## config.mk

```make
export PLATFORM = sky130hd
export DESIGN_NAME = wb_stage_flat
export DESIGN_NICKNAME = d
export VERILOG_FILES = /design/src/rtl/wb_stage_pkg.sv /design/src/rtl/wb_stage_if.sv /design/src/rtl/wb_stage_load_align.sv /design/src/rtl/wb_stage.sv /design/src/flat_wrapper.sv
export SDC_FILE = /design/constraint.sdc
export NUM_CORES = 1
export LEC_CHECK = 0
export CAP_MARGIN = 20
export CELL_PAD_IN_SITES_DETAIL_PLACEMENT = 1
export CELL_PAD_IN_SITES_GLOBAL_PLACEMENT = 2
export CORE_ASPECT_RATIO = 1.1
export CORE_MARGIN = 10
export CORE_UTILIZATION = 23
export CTS_BUF_LIST = sky130_fd_sc_hd__clkbuf_2 sky130_fd_sc_hd__clkbuf_4 sky130_fd_sc_hd__clkbuf_8
export CTS_CLUSTER_SIZE = 30
export DETAILED_ROUTE_END_ITERATION = 10
export PLACE_DENSITY = 0.85
export SYNTH_ARGS = -nofsm -noshare
export SYNTH_HDL_FRONTEND = slang
export SYNTH_SLANG_ARGS = --single-unit
```

## constraint.sdc

```tcl
create_clock -name clk -period 2.1 [get_ports clk]
set_clock_uncertainty 0.2 [all_clocks]
set_input_delay 0.42 -clock clk [delete_from_list [all_inputs] [get_ports clk]]
set_output_delay 0.42 -clock clk [all_outputs]
set_load 0.01 [all_outputs]
```

## src/rtl/wb_stage_pkg.sv

```systemverilog
// rtl/wb_stage_pkg.sv - mips_wb_pkg: result-select, load-type and state encodings for wb_stage
package mips_wb_pkg;

    // Result source selected by the MEM stage; code 3 falls back to ALU.
    typedef enum logic [1:0] {
        SEL_ALU  = 2'd0,
        SEL_LOAD = 2'd1,
        SEL_LINK = 2'd2
    } sel_e;

    // Load width/extension; unlisted codes fall back to a full word.
    typedef enum logic [2:0] {
        LD_W  = 3'd0,
        LD_H  = 3'd1,
        LD_HU = 3'd2,
        LD_B  = 3'd3,
        LD_BU = 3'd4
    } ld_type_e;

    // IDLE accepts; WAIT owes a load response; DRAIN swallows a flushed load's response.
    typedef enum logic [1:0] {
        ST_IDLE  = 2'd0,
        ST_WAIT  = 2'd1,
        ST_DRAIN = 2'd2
    } state_e;

endpackage

```

## src/rtl/wb_stage_if.sv

```systemverilog
// rtl/wb_stage_if.sv - MEM-to-writeback instruction handshake and memory response bundle
interface wb_stage_if #(
    parameter int DW = 32,
    parameter int AW = 5
);
    logic          in_valid;
    logic          in_ready;
    logic          in_wen;
    logic [AW-1:0] in_rd;
    logic [1:0]    in_sel;
    logic [2:0]    in_ld_type;
    logic [1:0]    in_addr_lo;
    logic [DW-1:0] in_alu;
    logic [DW-1:0] in_pc;
    logic          mem_rvalid;
    logic [DW-1:0] mem_rdata;

    modport master (
        output in_valid, in_wen, in_rd, in_sel, in_ld_type, in_addr_lo,
               in_alu, in_pc, mem_rvalid, mem_rdata,
        input  in_ready
    );

    modport slave (
        input  in_valid, in_wen, in_rd, in_sel, in_ld_type, in_addr_lo,
               in_alu, in_pc, mem_rvalid, mem_rdata,
        output in_ready
    );
endinterface

```

## src/rtl/wb_stage_load_align.sv

```systemverilog
// rtl/wb_stage_load_align.sv - load_align: little-endian byte/halfword select with sign/zero extension
module load_align
    import mips_wb_pkg::*;
#(
    parameter int DW = 32
) (
    input  logic [DW-1:0] rdata,
    input  logic [2:0]    ld_type,
    input  logic [1:0]    addr_lo,
    output logic [DW-1:0] data
);
    logic [7:0]  byte_sel;
    logic [15:0] half_sel;

    // addr_lo[0] is deliberately ignored for halfwords: misaligned halves are not trapped here.
    assign byte_sel = rdata[{addr_lo, 3'b000} +: 8];
    assign half_sel = rdata[{addr_lo[1], 4'b0000} +: 16];

    // Extend the selected lane according to the load type.
    always_comb begin
        data = rdata;
        case (ld_type)
            LD_H:    data = {{(DW-16){half_sel[15]}}, half_sel};
            LD_HU:   data = {{(DW-16){1'b0}}, half_sel};
            LD_B:    data = {{(DW-8){byte_sel[7]}}, byte_sel};
            LD_BU:   data = {{(DW-8){1'b0}}, byte_sel};
            default: data = rdata;
        endcase
    end
endmodule

```

## src/rtl/wb_stage.sv

```systemverilog
// rtl/wb_stage.sv - MIPS writeback stage; optional register-file bypass under WB_BYPASS_EN
module wb_stage
    import mips_wb_pkg::*;
#(
    parameter int DW = 32,
    parameter int AW = 5
) (
    input  logic          clk,
    input  logic          rst_n,
    wb_stage_if.slave     up,
    input  logic          flush,
    output logic [AW-1:0] wb_num,
    output logic [DW-1:0] wb_data,
    output logic          wb_we,
    output logic          busy
`ifdef WB_BYPASS_EN
    ,
    input  logic [AW-1:0] rs_num,
    input  logic [AW-1:0] rt_num,
    input  logic [DW-1:0] rs_rdata,
    input  logic [DW-1:0] rt_rdata,
    output logic [DW-1:0] rs_fwd,
    output logic [DW-1:0] rt_fwd
`endif
);
    state_e        state_q, state_d;
    logic [AW-1:0] p_rd;
    logic          p_wen;
    logic [2:0]    p_ld_type;
    logic [1:0]    p_addr_lo;

    logic          accept;
    logic          capture;
    logic          commit;
    logic [AW-1:0] c_rd;
    logic          c_wen;
    logic [DW-1:0] c_data;
    logic [2:0]    al_type;
    logic [1:0]    al_lo;
    logic [DW-1:0] al_data;

    assign up.in_ready = (state_q == ST_IDLE);
    assign busy        = (state_q != ST_IDLE);
    assign accept      = up.in_valid & up.in_ready & ~flush;

    // In IDLE a same-cycle response aligns with the offered load; otherwise use the captured one.
    assign al_type = (state_q == ST_IDLE) ? up.in_ld_type : p_ld_type;
    assign al_lo   = (state_q == ST_IDLE) ? up.in_addr_lo : p_addr_lo;

    load_align #(.DW(DW)) u_align (
        .rdata   (up.mem_rdata),
        .ld_type (al_type),
        .addr_lo (al_lo),
        .data    (al_data)
    );

    // Next state, commit decision and the result to be written.
    always_comb begin
        state_d = state_q;
        capture = 1'b0;
        commit  = 1'b0;
        c_rd    = up.in_rd;
        c_wen   = up.in_wen;
        c_data  = up.in_alu;
        case (state_q)
            ST_IDLE: begin
                if (accept) begin
                    case (up.in_sel)
                        SEL_LOAD: begin
                            if (up.mem_rvalid) begin
                                commit = 1'b1;
                                c_data = al_data;
                            end else begin
                                capture = 1'b1;
                                state_d = ST_WAIT;
                            end
                        end
                        SEL_LINK: begin
                            commit = 1'b1;
                            c_data = up.in_pc + DW'(8);
                        end
                        default: commit = 1'b1;
                    endcase
                end
            end
            ST_WAIT: begin
                c_rd   = p_rd;
                c_wen  = p_wen;
                c_data = al_data;
                if (flush) begin
                    state_d = up.mem_rvalid ? ST_IDLE : ST_DRAIN;
                end else if (up.mem_rvalid) begin
                    commit  = 1'b1;
                    state_d = ST_IDLE;
                end
            end
            ST_DRAIN: begin
                if (up.mem_rvalid) state_d = ST_IDLE;
            end
            default: state_d = ST_IDLE;
        endcase
    end

    // State register plus the fields of a load left waiting for its response.
    always_ff @(posedge clk or negedge rst_n) begin
        if (!rst_n) begin
            state_q   <= ST_IDLE;
            p_rd      <= '0;
            p_wen     <= 1'b0;
            p_ld_type <= '0;
            p_addr_lo <= '0;
        end else begin
            state_q <= state_d;
            if (capture) begin
                p_rd      <= up.in_rd;
                p_wen     <= up.in_wen;
                p_ld_type <= up.in_ld_type;
                p_addr_lo <= up.in_addr_lo;
            end
        end
    end

    // Registered register-file write port; r0 still updates num/data but never asserts we.
    always_ff @(posedge clk or negedge rst_n) begin
        if (!rst_n) begin
            wb_we   <= 1'b0;
            wb_num  <= '0;
            wb_data <= '0;
        end else begin
            wb_we <= commit & c_wen & (c_rd != '0);
            if (commit) begin
                wb_num  <= c_rd;
                wb_data <= c_data;
            end
        end
    end

`ifdef WB_BYPASS_EN
    assign rs_fwd = (wb_we && (wb_num == rs_num)) ? wb_data : rs_rdata;
    assign rt_fwd = (wb_we && (wb_num == rt_num)) ? wb_data : rt_rdata;
`endif
endmodule

```

## src/flat_wrapper.sv

```systemverilog
// flat-port wrapper written by rule: the top's interface ports become plain ports
module wb_stage_flat import mips_wb_pkg::*;
#(
    parameter int DW = 32,
    parameter int AW = 5
)
  (clk, rst_n, flush, wb_num, wb_data, wb_we, busy, up_in_valid, up_in_wen, up_in_rd, up_in_sel, up_in_ld_type, up_in_addr_lo, up_in_alu, up_in_pc, up_mem_rvalid, up_mem_rdata, up_in_ready);
  wb_stage_if #(.DW(DW), .AW(AW)) up_i ();
  input  logic clk;
  input  logic rst_n;
  input  logic flush;
  output logic [AW-1:0] wb_num;
  output logic [DW-1:0] wb_data;
  output logic wb_we;
  output logic busy;
  input wire logic [$bits(up_i.in_valid)-1:0] up_in_valid;
  input wire logic [$bits(up_i.in_wen)-1:0] up_in_wen;
  input wire logic [$bits(up_i.in_rd)-1:0] up_in_rd;
  input wire logic [$bits(up_i.in_sel)-1:0] up_in_sel;
  input wire logic [$bits(up_i.in_ld_type)-1:0] up_in_ld_type;
  input wire logic [$bits(up_i.in_addr_lo)-1:0] up_in_addr_lo;
  input wire logic [$bits(up_i.in_alu)-1:0] up_in_alu;
  input wire logic [$bits(up_i.in_pc)-1:0] up_in_pc;
  input wire logic [$bits(up_i.mem_rvalid)-1:0] up_mem_rvalid;
  input wire logic [$bits(up_i.mem_rdata)-1:0] up_mem_rdata;
  output wire logic [$bits(up_i.in_ready)-1:0] up_in_ready;
  assign up_i.in_valid = up_in_valid;
  assign up_i.in_wen = up_in_wen;
  assign up_i.in_rd = up_in_rd;
  assign up_i.in_sel = up_in_sel;
  assign up_i.in_ld_type = up_in_ld_type;
  assign up_i.in_addr_lo = up_in_addr_lo;
  assign up_i.in_alu = up_in_alu;
  assign up_i.in_pc = up_in_pc;
  assign up_i.mem_rvalid = up_mem_rvalid;
  assign up_i.mem_rdata = up_mem_rdata;
  assign up_in_ready = up_i.in_ready;
  wb_stage #(.DW(DW), .AW(AW)) u_core (.clk(clk), .rst_n(rst_n), .up(up_i), .flush(flush), .wb_num(wb_num), .wb_data(wb_data), .wb_we(wb_we), .busy(busy));
endmodule
```

==> run summary <==
The number of antenna violations at the first check in global routing is 0. The arrival time of data at the critical path endpoint came out at 2490 ps. TritonCTS built the clock tree. The number of maximum-capacitance constraint violations is 0.

The number of buffers created by CTS came out at 5. Among all flip-flop cells after synthesis, the most frequent one is sky130_fd_sc_hd__dfrtp_1. The maximum VDD drop came out at 302 uV. The final cell utilization of the core is 0.466.

At the worst endpoint, the required time is 2130 ps. 154 I/O pins were placed. Dividing the detail-routed wire length by the instance count gives 24.7 microns.

The congestion estimate from routability-driven global placement came to 0.923. Yosys printed 0 warnings. Of the total power, combinational logic draws 0.514. CTS saw 51 sinks. The net count reported at finish came out at 978. The clock transition time at the flip-flop clock pins of the worst setup and hold paths is 140 ps. The share of total power dissipated in sequential elements is 0.318. The setup total negative slack is -8140 ps. The number of max-slew violations in the final report is 0. In the synthesized netlist, the number of instances is 546.

The final-report setup violation count came out at 33. The post-synthesis async set-or-reset flop share came out at 1.00. By count the netlist is led by sky130_fd_sc_hd__nand2_1, sky130_fd_sc_hd__nor2_1, sky130_fd_sc_hd__dfrtp_1. The layout overhead on the synthesized area came out at 98.1%. STA classifies the critical path endpoint as a register. The total wire length after detailed routing is 27300 microns. The mapped cell area is 4360 sq um.

For this run, the total global-route usage over all layers was measured as 0.208. The vertical extent of the die came out at 164 microns. The count of H-tree levels built during CTS came out at 2. The part of the Yosys area used for sequential elements is 0.293. The net switching fraction of the power came out at 0.385. Final hold analysis gives a worst-case slack of 272 ps. The slew at the pin with the worst max-slew slack came out at 425 ps.

The final setup slack of the worst path came out at -351 ps. The fraction of the cycle the final worst path needs came out at 1.17. The number of port buffers is 153.

The detailed-placement wirelength estimate came out at 21100 microns. The endpoint identified for the worst register-to-register timing path is u_core.wb_data[21]. The worst register-to-register path begins at u_core.state_q[0]. By area the synthesized netlist is led by sky130_fd_sc_hd__dfrtp_1, sky130_fd_sc_hd__nand2_1, sky130_fd_sc_hd__o21ai_0. The final reports fail on negative setup slack. Summed over all layers, the global routing overflow is 0. In this run the deepest clock path goes through 2 buffers. Counting every net in the synthesized netlist gives 663. The maximum number of pins on one net before global-route repair is 52.

The number of enable-type register cells in the synthesized netlist came out at 0. The wire length of the first global-routing pass is 39700 microns. The first TritonRoute pass finished after 5 iterations. The total via count after detailed routing came out at 5974. sky130_fd_sc_hd__nand2_1 is the most common cell in the netlist. The final antenna diode count came out at 0. The minimum setup slack after placement came out at -939 ps. Measured against its own limit, the worst slew margin works out to 0.715. The setup path with the least slack is of type register to register. The final routed DRC violation total is 0. The number of global-route vias before repair is 6547. The worst hold path terminates at u_core.p_ld_type[0].

The logic depth of the worst register-to-register path came out at 6. The floorplan core area is 18500 sq um. The count of cells along the worst hold path is 2. The latest clock arrival within the worst-skew pair is 360 ps. The kind of start point of the critical path is a register. The cell taking the most area after synthesis is sky130_fd_sc_hd__dfrtp_1. Setup repair after global routing could not meet its margin everywhere. The die extent in x came out at 151 microns.

The synthesized flop and latch total is 51. The total count of hold-check failures in the final report was 0. The fraction of final layout cells with drive strength greater than 1 came out at 0.391. The startpoint identified for the worst hold timing path is up_in_ld_type[0]. The mean number of vias per cell came out at 5.41.

In this run the power density over the cells is 488 nW/um^2. The total die area came out at 24900 sq um. For the finished layout, the period the worst path requires is 2450 ps. The worst-path maximum fanout is 5. The number of distinct library cells after synthesis came out at 72. The static power due to leakage is 3.51 nW.

The iteration-0 DRC count of the detailed router is 353. The root buffer cell chosen for the clock tree is sky130_fd_sc_hd__clkbuf_8. The clock share of power came out at 0.168. After synthesis, the mean cell area works out to 7.98 sq um. The run finished, with violations left.

The internal cell power is 2.59 mW. The achievable clock frequency is 408 MHz. The share of the synthesized area in the top cell type is 0.293. The tightest min-delay check is of the primary input to register type. The net switching power figure came out at 1.62 mW. The count of nets left with antenna violations after detail routing is 0. The initial utilization of the core area, before any placement, comes to 0.235.

The minimum setup slack among reg-to-reg paths is -350 ps. The floorplan has 52 rows.
flip-flops by register name, summed over array words and instances, names as in the netlist:
register and cells:
u_core.p_addr_lo 2, u_core.p_ld_type 3, u_core.p_rd 5, u_core.p_wen 1
u_core.state_q 2, u_core.wb_data 32, u_core.wb_num 5, u_core.wb_we 1
worst max-delay path, cell delays in order (launching register included):
cell and delay [ps]:
sky130_fd_sc_hd__dfrtp_1 430, sky130_fd_sc_hd__buf_6 140, sky130_fd_sc_hd__or4b_4 520, sky130_fd_sc_hd__or3_4 400, sky130_fd_sc_hd__and2_4 210, sky130_fd_sc_hd__a221oi_4 330, sky130_fd_sc_hd__a21oi_1 100
cells by family after synthesis:
logic type / count (synthesis) / share of synthesized area
mux: 23 / 0.0608
simple gates: 197 / 0.228
fa+ha+maj: 3 / 0.00861
compound gates: 202 / 0.315
buf+inv: 44 / 0.0425
xor+xnor: 26 / 0.0522
flops: 51 / 0.293
metal layers:
metal  global-route usage  wire length, microns  vias to the layer above
li1                     -                     -                     2713
met1                0.244                 10900                     3029
met2                0.378                 14300                      189
met3               0.0372                  1400                       43
met4               0.0530                   686                        0
met5                    0                     0                        -
layout by cell type (no fill, tap or decap), drive strengths merged, types with 9 or more instances in the layout:
cell	count
buf	189
clkdlybuf4s50	138
nand2	56
nor2	53
dfrtp	51
o21ai	51
a21oi	34
nand3	19
xnor2	18
mux2	18
and3	15
o211ai	13
o22ai	12
a31oi	11
a221o	10
inv	10
a221oi	10
dlygate4sd2	9
nand4	9
metrics by stage:
step / cell area [sq um] / power [mW] / cells
6_report: 8640 / 4.21 / 1105
5_1_grt: 8640 / 4.40 / 1105
4_1_cts: 8280 / 4.12 / 1098
3_5_place_dp: 7630 / 3.24 / 1071
3_3_place_gp: 7630 / 3.18 / 1071
2_1_floorplan: 4620 / 2.06 / 546
power groups by stage:
| stage | registers, mW | logic, mW | clock network (mW) |
|---|---|---|---|
| 6_report | 1.34 | 2.17 | 0.707 |
| 5_1_grt | 1.36 | 2.29 | 0.749 |
| 4_1_cts | 1.34 | 2.07 | 0.715 |
| 3_5_place_dp | 1.36 | 1.88 | 0 |
| 3_3_place_gp | 1.35 | 1.84 | 0 |
| 2_1_floorplan | 1.38 | 0.676 | 0 |
cell type report:
cell class                      instances  area, sq um
Clock inverter                          3         26.3
Sequential cell                        51         1280
Inverter                                9         40.0
Fill cell                            2135         9910
Clock buffer                            5         68.8
Tap cell                              243          304
Timing Repair Buffer                  343         3260
Multi-Input combinational cell        451         3660
what timing repair did:
action,4_1_cts,5_1_grt
endpoints found under the hold margin,51,0
hold buffers,1,0
cloned,0,2
setup endpoints to repair,50,52
buffers inserted,21,6
pin swaps,38,28
gates resized for setup,100,69
worst max path at each step:
stage | endpoint | startpoint | slack (ps)
after CTS | u_core.wb_data[21] | u_core.state_q[0] | -350
after global routing | u_core.wb_data[12] | u_core.state_q[1] | -390
after floorplan | u_core.wb_data[18] | u_core.state_q[1] | -200
final | u_core.wb_data[21] | u_core.state_q[0] | -350
after detailed placement | u_core.wb_data[22] | up_in_sel[0] | -940
after global placement | u_core.wb_data[22] | up_in_sel[0] | -900
Note: power is estimated with default switching activity, not from simulation.
